File: src/rtl/alu_pkg.sv
// alu_pkg: shared definitions for the multi-cycle ALU.
//   - aluop encodings (OP_AND .. OP_REMU)
//   - control FSM state type alu_state_t
//   - opcode classification helpers
package alu_pkg;

   localparam logic [3:0] OP_AND   = 4'b0000;
   localparam logic [3:0] OP_OR    = 4'b0001;
   localparam logic [3:0] OP_ADD   = 4'b0010;
   localparam logic [3:0] OP_SUB   = 4'b0110;
   localparam logic [3:0] OP_SLT   = 4'b0111;
   localparam logic [3:0] OP_NOR   = 4'b1100;
   localparam logic [3:0] OP_MUL   = 4'b1000;
   localparam logic [3:0] OP_MULHU = 4'b1001;
   localparam logic [3:0] OP_DIVU  = 4'b1010;
   localparam logic [3:0] OP_REMU  = 4'b1011;

   typedef enum logic [1:0] {IDLE, MUL, DIV, DONE} alu_state_t;

   // Opcodes that normally use the iterative datapath.
   function automatic logic is_iter_op(input logic [3:0] op);
      return (op == OP_MUL) || (op == OP_MULHU) || (op == OP_DIVU) || (op == OP_REMU);
   endfunction

   function automatic logic is_div_op(input logic [3:0] op);
      return (op == OP_DIVU) || (op == OP_REMU);
   endfunction

endpackage

File: src/rtl/alu_mc_if.sv
// alu_mc_if: request/response channels of the multi-cycle ALU.
//   request : in_valid, in_ready, a, b, aluop
//   response: out_valid, out_ready, s, iszero
// master = requester/consumer side, slave = ALU side.
interface alu_mc_if #(
   parameter int unsigned WIDTH = 32
);
   logic             in_valid;
   logic             in_ready;
   logic [WIDTH-1:0] a;
   logic [WIDTH-1:0] b;
   logic [3:0]       aluop;
   logic             out_valid;
   logic             out_ready;
   logic [WIDTH-1:0] s;
   logic             iszero;

   modport master (
      output in_valid, a, b, aluop, out_ready,
      input  in_ready, out_valid, s, iszero
   );

   modport slave (
      input  in_valid, a, b, aluop, out_ready,
      output in_ready, out_valid, s, iszero
   );
endinterface

File: src/rtl/mdu_iter.sv
// mdu_iter: iterative unsigned multiply / restoring divide, one bit per cycle.
//   clk, rst_n      : clock, async active-low reset
//   start           : load operands and begin (is_div selects divide)
//   op_a, op_b      : operands, sampled on start
//   done            : high on the edge that performs the final iteration
//   res_lo, res_hi  : result after that edge (valid together with done)
//                     multiply: low/high product; divide: quotient/remainder
module mdu_iter #(
   parameter int unsigned WIDTH = 32
) (
   input  logic             clk,
   input  logic             rst_n,
   input  logic             start,
   input  logic             is_div,
   input  logic [WIDTH-1:0] op_a,
   input  logic [WIDTH-1:0] op_b,
   output logic             done,
   output logic [WIDTH-1:0] res_lo,
   output logic [WIDTH-1:0] res_hi
);
   localparam int unsigned CNT_W = $clog2(WIDTH + 1);

   logic               busy_q, busy_d;
   logic               div_q, div_d;
   logic [CNT_W-1:0]   cnt_q, cnt_d;
   // Multiply: {partial product, remaining multiplier bits}.
   // Divide:   {partial remainder, dividend bits shifting into quotient}.
   logic [2*WIDTH-1:0] acc_q, acc_d;
   // Multiplicand or divisor.
   logic [WIDTH-1:0]   m_q, m_d;

   logic [WIDTH:0]     mul_sum;
   logic [WIDTH:0]     div_trial;
   logic [WIDTH:0]     div_diff;

   always_comb begin
      busy_d = busy_q;
      div_d  = div_q;
      cnt_d  = cnt_q;
      acc_d  = acc_q;
      m_d    = m_q;
      done   = 1'b0;

      mul_sum   = {1'b0, acc_q[2*WIDTH-1:WIDTH]}
                + {1'b0, (acc_q[0] ? m_q : {WIDTH{1'b0}})};
      div_trial = {acc_q[2*WIDTH-1:WIDTH], acc_q[WIDTH-1]};
      div_diff  = div_trial - {1'b0, m_q};

      if (start) begin
         busy_d = 1'b1;
         div_d  = is_div;
         cnt_d  = '0;
         m_d    = is_div ? op_b : op_a;
         acc_d  = {{WIDTH{1'b0}}, (is_div ? op_a : op_b)};
      end else if (busy_q) begin
         cnt_d = cnt_q + CNT_W'(1);
         if (div_q) begin
            // Borrow out of the trial subtraction means the divisor did not fit.
            if (!div_diff[WIDTH]) begin
               acc_d = {div_diff[WIDTH-1:0], acc_q[WIDTH-2:0], 1'b1};
            end else begin
               acc_d = {div_trial[WIDTH-1:0], acc_q[WIDTH-2:0], 1'b0};
            end
         end else begin
            acc_d = {mul_sum, acc_q[WIDTH-1:1]};
         end
         if (cnt_q == CNT_W'(WIDTH - 1)) begin
            busy_d = 1'b0;
            done   = 1'b1;
         end
      end
   end

   // Result is taken from the next-state value so the caller can register it
   // on the same edge as the last iteration.
   assign res_lo = acc_d[WIDTH-1:0];
   assign res_hi = acc_d[2*WIDTH-1:WIDTH];

   always_ff @(posedge clk or negedge rst_n) begin
      if (!rst_n) begin
         busy_q <= 1'b0;
         div_q  <= 1'b0;
         cnt_q  <= '0;
         acc_q  <= '0;
         m_q    <= '0;
      end else begin
         busy_q <= busy_d;
         div_q  <= div_d;
         cnt_q  <= cnt_d;
         acc_q  <= acc_d;
         m_q    <= m_d;
      end
   end
endmodule

File: src/rtl/alu_mc.sv
// alu_mc: multi-cycle ALU with valid/ready request and response channels.
//   clk, rst_n : clock, async active-low reset
//   bus        : alu_mc_if slave (in_valid/in_ready/a/b/aluop request,
//                out_valid/out_ready/s/iszero response)
// Logic, add/sub, slt and divide-by-zero finish in one cycle; mul/mulhu and
// divu/remu run WIDTH iterations in mdu_iter. One operation in flight.
module alu_mc
   import alu_pkg::*;
#(
   parameter int unsigned WIDTH = 32
) (
   input logic     clk,
   input logic     rst_n,
   alu_mc_if.slave bus
);
   alu_state_t       state_q, state_d;
   logic [3:0]       op_q, op_d;
   logic [WIDTH-1:0] s_q, s_d;
   logic             iszero_q, iszero_d;

   logic             b_zero;
   logic             mdu_start;
   logic             mdu_done;
   logic [WIDTH-1:0] mdu_lo;
   logic [WIDTH-1:0] mdu_hi;
   logic [WIDTH-1:0] single_res;
   logic             slt_bit;

   assign b_zero  = (bus.b == '0);
   assign slt_bit = ($signed(bus.a) < $signed(bus.b));

   // Single-cycle results; DIVU/REMU only reach this path when b is zero.
   always_comb begin
      single_res = '0;
      case (bus.aluop)
         OP_AND:  single_res = bus.a & bus.b;
         OP_OR:   single_res = bus.a | bus.b;
         OP_ADD:  single_res = bus.a + bus.b;
         OP_SUB:  single_res = bus.a - bus.b;
         OP_SLT:  single_res = WIDTH'(slt_bit);
         OP_NOR:  single_res = ~(bus.a | bus.b);
         OP_DIVU: single_res = '1;
         OP_REMU: single_res = bus.a;
         default: single_res = '0;
      endcase
   end

   always_comb begin
      state_d   = state_q;
      op_d      = op_q;
      s_d       = s_q;
      mdu_start = 1'b0;

      case (state_q)
         IDLE: begin
            if (bus.in_valid) begin
               op_d = bus.aluop;
               if (is_iter_op(bus.aluop) && !(is_div_op(bus.aluop) && b_zero)) begin
                  mdu_start = 1'b1;
                  state_d   = is_div_op(bus.aluop) ? DIV : MUL;
               end else begin
                  s_d     = single_res;
                  state_d = DONE;
               end
            end
         end
         MUL, DIV: begin
            if (mdu_done) begin
               s_d     = ((op_q == OP_MUL) || (op_q == OP_DIVU)) ? mdu_lo : mdu_hi;
               state_d = DONE;
            end
         end
         DONE: begin
            if (bus.out_ready) begin
               state_d = IDLE;
            end
         end
         default: state_d = IDLE;
      endcase

      // s only changes together with its flag, so the flag tracks s_d.
      iszero_d = (s_d == '0);
   end

   mdu_iter #(
      .WIDTH(WIDTH)
   ) u_mdu (
      .clk   (clk),
      .rst_n (rst_n),
      .start (mdu_start),
      .is_div(is_div_op(bus.aluop)),
      .op_a  (bus.a),
      .op_b  (bus.b),
      .done  (mdu_done),
      .res_lo(mdu_lo),
      .res_hi(mdu_hi)
   );

   always_ff @(posedge clk or negedge rst_n) begin
      if (!rst_n) begin
         state_q  <= IDLE;
         op_q     <= OP_AND;
         s_q      <= '0;
         iszero_q <= 1'b1;
      end else begin
         state_q  <= state_d;
         op_q     <= op_d;
         s_q      <= s_d;
         iszero_q <= iszero_d;
      end
   end

   assign bus.in_ready  = (state_q == IDLE);
   assign bus.out_valid = (state_q == DONE);
   assign bus.s         = s_q;
   assign bus.iszero    = iszero_q;
endmodule

File: src/flat_wrapper.sv
// flat-port wrapper written by rule: the top's interface ports become plain ports
module alu_mc_flat import alu_pkg::*;
#(
   parameter int unsigned WIDTH = 32
)
  (clk, rst_n, bus_in_valid, bus_a, bus_b, bus_aluop, bus_out_ready, bus_in_ready, bus_out_valid, bus_s, bus_iszero);
  alu_mc_if #(.WIDTH(WIDTH)) bus_i ();
  input logic clk;
  input logic rst_n;
  input wire logic [$bits(bus_i.in_valid)-1:0] bus_in_valid;
  input wire logic [$bits(bus_i.a)-1:0] bus_a;
  input wire logic [$bits(bus_i.b)-1:0] bus_b;
  input wire logic [$bits(bus_i.aluop)-1:0] bus_aluop;
  input wire logic [$bits(bus_i.out_ready)-1:0] bus_out_ready;
  output wire logic [$bits(bus_i.in_ready)-1:0] bus_in_ready;
  output wire logic [$bits(bus_i.out_valid)-1:0] bus_out_valid;
  output wire logic [$bits(bus_i.s)-1:0] bus_s;
  output wire logic [$bits(bus_i.iszero)-1:0] bus_iszero;
  assign bus_i.in_valid = bus_in_valid;
  assign bus_i.a = bus_a;
  assign bus_i.b = bus_b;
  assign bus_i.aluop = bus_aluop;
  assign bus_i.out_ready = bus_out_ready;
  assign bus_in_ready = bus_i.in_ready;
  assign bus_out_valid = bus_i.out_valid;
  assign bus_s = bus_i.s;
  assign bus_iszero = bus_i.iszero;
  alu_mc #(.WIDTH(WIDTH)) u_core (.clk(clk), .rst_n(rst_n), .bus(bus_i));
endmodule
File: config.mk
export PLATFORM = sky130hd
export DESIGN_NAME = alu_mc_flat
export DESIGN_NICKNAME = d
export VERILOG_FILES = /design/src/rtl/alu_pkg.sv /design/src/rtl/alu_mc_if.sv /design/src/rtl/mdu_iter.sv /design/src/rtl/alu_mc.sv /design/src/flat_wrapper.sv
export SDC_FILE = /design/constraint.sdc
export NUM_CORES = 1
export LEC_CHECK = 0
export ABC_AREA = 1
export ABC_CLOCK_PERIOD_IN_PS = 8600
export BUFFER_PORTS_ARGS = -buffer_cell sky130_fd_sc_hd__buf_2
export CELL_PAD_IN_SITES_DETAIL_PLACEMENT = 2
export CELL_PAD_IN_SITES_GLOBAL_PLACEMENT = 2
export CORE_ASPECT_RATIO = 0.9
export CORE_MARGIN = 8
export CORE_UTILIZATION = 36
export CTS_CLUSTER_SIZE = 20
export DETAILED_ROUTE_END_ITERATION = 7
export GPL_TIMING_DRIVEN = 0
export HOLD_SLACK_MARGIN = 0.12
export PLACE_DENSITY_LB_ADDON = 0.1
export SLEW_MARGIN = 40
export SYNTH_ARGS = -nofsm -noshare
export SYNTH_HDL_FRONTEND = slang
export SYNTH_SLANG_ARGS = --single-unit
File: constraint.sdc
create_clock -name clk -period 8.6 [get_ports clk]
set_input_delay 1.72 -clock clk [delete_from_list [all_inputs] [get_ports clk]]
set_output_delay 1.72 -clock clk [all_outputs]
set_load 0.02 [all_outputs]
==> flow_summary.ini <==
[global_routing]
antenna_found_initial = 11
grt_use_total_pct = 41.16
number_of_global_route_vias_before_repair = 28770
overflow = 0
pin_count_of_the_biggest_net_entering_global_routing = 52
global_route_wire_length_before_repair_mm = 193.7

[pwr]
seqPwrFrac_pct = 14.4
p_total_mw = 10.19
peakVddDrop_uv = 212.8
p_leak_nw = 12.03
share_clk_of_total_power_pct = 8.1
intPower_mw = 3.579
power_switching_share_pct = 64.89
switchingPower_mw = 6.615
power.share.combinational_pct = 77.5
power_density_mw_per_mm2 = 462.2

[die]
io-pin-count = 107
floorplan.rows = 82
fp.dieArea_mm2 = 0.06321
initial_utilization_pct = 36.14
fp.coreArea_mm2 = 0.05520
die_w_um = 264.1
fp.dieH_um = 239.3

[min_path]
min_path_cells = 1
hp-class = reg2reg
hp-start = u_core.u_mdu.cnt_q[0]$_DFFE_PN0P_
timing.hold.worst_endpoint = u_core.u_mdu.cnt_q[0]$_DFFE_PN0P_

[drt]
vias = 26900
firstDrtPassIters = 5
avgViaCountPerCell = 6.122
drt_iter0_drc = 2708
drc_errors = 0
detail_route.wirelength_mm = 134.5
detail_route.wl_per_cell_um = 30.60
antenna_left = 0

[synth]
yosysTopAreaCell = nand2_1
synthesis.area_per_instance_um2 = 5.643
yosys-top-cells-area = nand2_1 (21%), dfrtp_1 (18%), ha_1 (11%)
post_synth_instance_area_mm2 = 0.01995
synth_instances = 3535
ys_seq_elements = 142
number_of_enable_type_register_cells_in_the_synthesized_netlist = 0
synthesis.nets = 3786
ys_seq_area_share_pct = 17.82
yosys_warnings = 0
synthArstFlopShare_pct = 100.0
synthDominantCellAreaShare_pct = 21.41
dominantRegCellSynth = dfrtp_1
synth.lib_cells_used.distinct = 55

[placement]
hpwlAfterDp_mm = 105.7
finalWeightedCongestion = 1.019
post_dp_cell_area_mm2 = 0.02144
port_buffers = 106
dp_cells = 4357
post-place-ws_ns = 2.694

[worst_setup_path]
startpoint = bus_b[1]
regToRegStartpoint = u_core.u_mdu.acc_q[0]$_DFF_PN0_
r2r_setup_slack_ns = 2.67
timing.setup.critical_path_class = in2reg
r2r_end = u_core.bus.iszero$_DFF_PN1_
crit_path_max_fanout = 6
worstSetupEndpointType = register
nature_of_the_critical_path_startpoint = primary input
cp.arrival_ns = 6.37
timing.reg2reg.worst_path_depth = 26
worstPathRequired_ns = 9.01

[timing]
fin_skew_ns = 0.02563
final.hold.worst_slack_ns = 0.5400
worst_pin_slew_ns = 0.9257
timing.max_slew.rel_slack_pct = 38.28
final_critical_path_setup_slack_ns = 2.640
grt_setup_unrepaired = no
period_needed_ns = 5.960
final_slew_viol_count = 0
setup_tns_ns = 0
maxClockFrequency_ghz = 0.1678
timing.final.hold_violations = 0
setup-violations-final = 0
final.period_utilization_pct = 69.30

[cts]
cts_tree = done
clockBufferDepth = 2
clkSinkCount = 142
post_cts_clock_slew_at_the_launch_and_capture_registers_of_the_worst_setup_and_hold_paths_ns = 0.08
cts-buffers-inserted = 17
post_cts_hold_buffer_count = 0
cts_max_level = 4
post-cts-setup-buffers = 0
cts.root.buffer_cell = clkbuf_16
post_cts_resized = 0
clk-insertion-delay-late_ns = 0.49

[final_layout]
syn2layout_area_growth_pct = 10.56
layout.cells.most_common_list = nand2_1 (1138), inv_1 (579), nor2_1 (294)
most_common_library_cell_in_the_layout_ignoring_fill_and_taps = nand2_1
stdcell_area_mm2 = 0.02206
fin_util_pct = 39.96
post_route_cells_drive_above_1_share_pct = 5.658
multi_input_area_mm2 = 0.01357
final-instance-count-excl-fill = 4394
filler_cell_count = 7151
area.sequential_mm2 = 0.003555
final_nets = 3915

[job]
cap_viol_max_count = 0

[outcome]
result_of_the_run = completed
[metal layers]
layer	GRT usage, %	share of wire (%)	vias up
met4	28.80	8.3	12
met3	8.240	8.4	476
li1	-	-	11510
met1	48.98	39	13430
met2	66.53	44	1469
met5	0	0.056	-
[critical path, cell delays in order]
cell	delay, ns
buf_2	0.18
inv_1	0.20
ha_1	0.38
or2_2	0.36
o21ai_0	0.60
inv_1	0.23
o21bai_1	0.44
nand2_1	0.10
nand2_1	0.22
nand2_1	0.12
nand2_1	0.08
nand2_1	0.04
nand3_1	0.08
nand3_1	0.38
a21oi_1	0.39
nand2_1	0.15
nand2_1	0.13
nand2_1	0.08
inv_1	0.08
nand2_1	0.09
nor2_1	0.11
nand2_1	0.07
nor2_1	0.14
[cell type report]
| class | count | area share, % |
|---|---|---|
| plain buffers | 122 | 2.547 |
| clock inverters | 12 | 0.6297 |
| flip-flops and latches | 142 | 16.12 |
| diodes | 4 | 0.04538 |
| clock buffers | 19 | 2.054 |
| repair buffers | 110 | 2.757 |
| multi-input cells | 2670 | 61.53 |
| inverters | 601 | 10.27 |
| well taps | 714 | 4.050 |
[cell families (layout without fill, tap and decap cells)]
family | Yosys count | count (layout) | share of synthesized area (%)
buffers and inverters | 723 | 864 | 14.16
DFF | 142 | 142 | 17.82
xor gates and xnor gates | 28 | 28 | 1.229
AOI/OAI and AO/OA | 633 | 633 | 17.62
and+or+nand+nor | 1830 | 1830 | 37.79
adders and majority gates | 179 | 179 | 11.38
other | 0 | 4 | 0
[how the worst max path moves through the flow]
stage	slack, ns	depth (start not counted)	to
floorplan	4.56	22	u_core.bus.iszero$_DFF_PN1_
global placement	2.83	21	u_core.bus.iszero$_DFF_PN1_
detailed placement	2.69	21	u_core.bus.iszero$_DFF_PN1_
CTS	2.91	26	u_core.bus.iszero$_DFF_PN1_
global route	2.49	26	u_core.bus.iszero$_DFF_PN1_
finish	2.64	23	u_core.bus.iszero$_DFF_PN1_
[cell usage after synthesis (11+ instances only)]
| cell type | number |
|---|---|
| o21ai_0 | 239 |
| o21bai_1 | 13 |
| a211oi_1 | 28 |
| dfrtp_1 | 141 |
| nor3_1 | 23 |
| xnor2_1 | 19 |
| a21oi_1 | 234 |
| nand2_1 | 1138 |
| clkinv_1 | 17 |
| nand2_2 | 11 |
| ha_1 | 175 |
| clkbuf_1 | 89 |
| o211ai_1 | 61 |
| inv_1 | 579 |
| nand3_1 | 276 |
| o21ai_1 | 21 |
| nand4_1 | 44 |
| nor2_1 | 295 |
| buf_2 | 15 |
[registers in the layout (all words and copies together), names as in the netlist]
| name | flops |
|---|---|
| u_core.bus.s | 32 |
| u_core.u_mdu.m_q | 32 |
| u_core.u_mdu.acc_q | 64 |
| u_core.u_mdu.cnt_q | 6 |
| u_core.op_q | 3 |
| u_core.state_q | 2 |
| u_core.bus.iszero | 1 |
| u_core.u_mdu.div_q | 1 |
| u_core.u_mdu.busy_q | 1 |
[power by group through the flow]
| stage | logic (mW) | registers (mW) | clock network, mW |
|---|---|---|---|
| detailed placement | 7.44 | 1.43 | 0 |
| global route | 8.40 | 1.47 | 0.838 |
| CTS | 7.66 | 1.44 | 0.816 |
| global placement | 6.97 | 1.39 | 0 |
| finish | 7.90 | 1.47 | 0.824 |
| floorplan | 4.59 | 1.28 | 0 |
No activity file was read; power rests on OpenSTA's default activity.
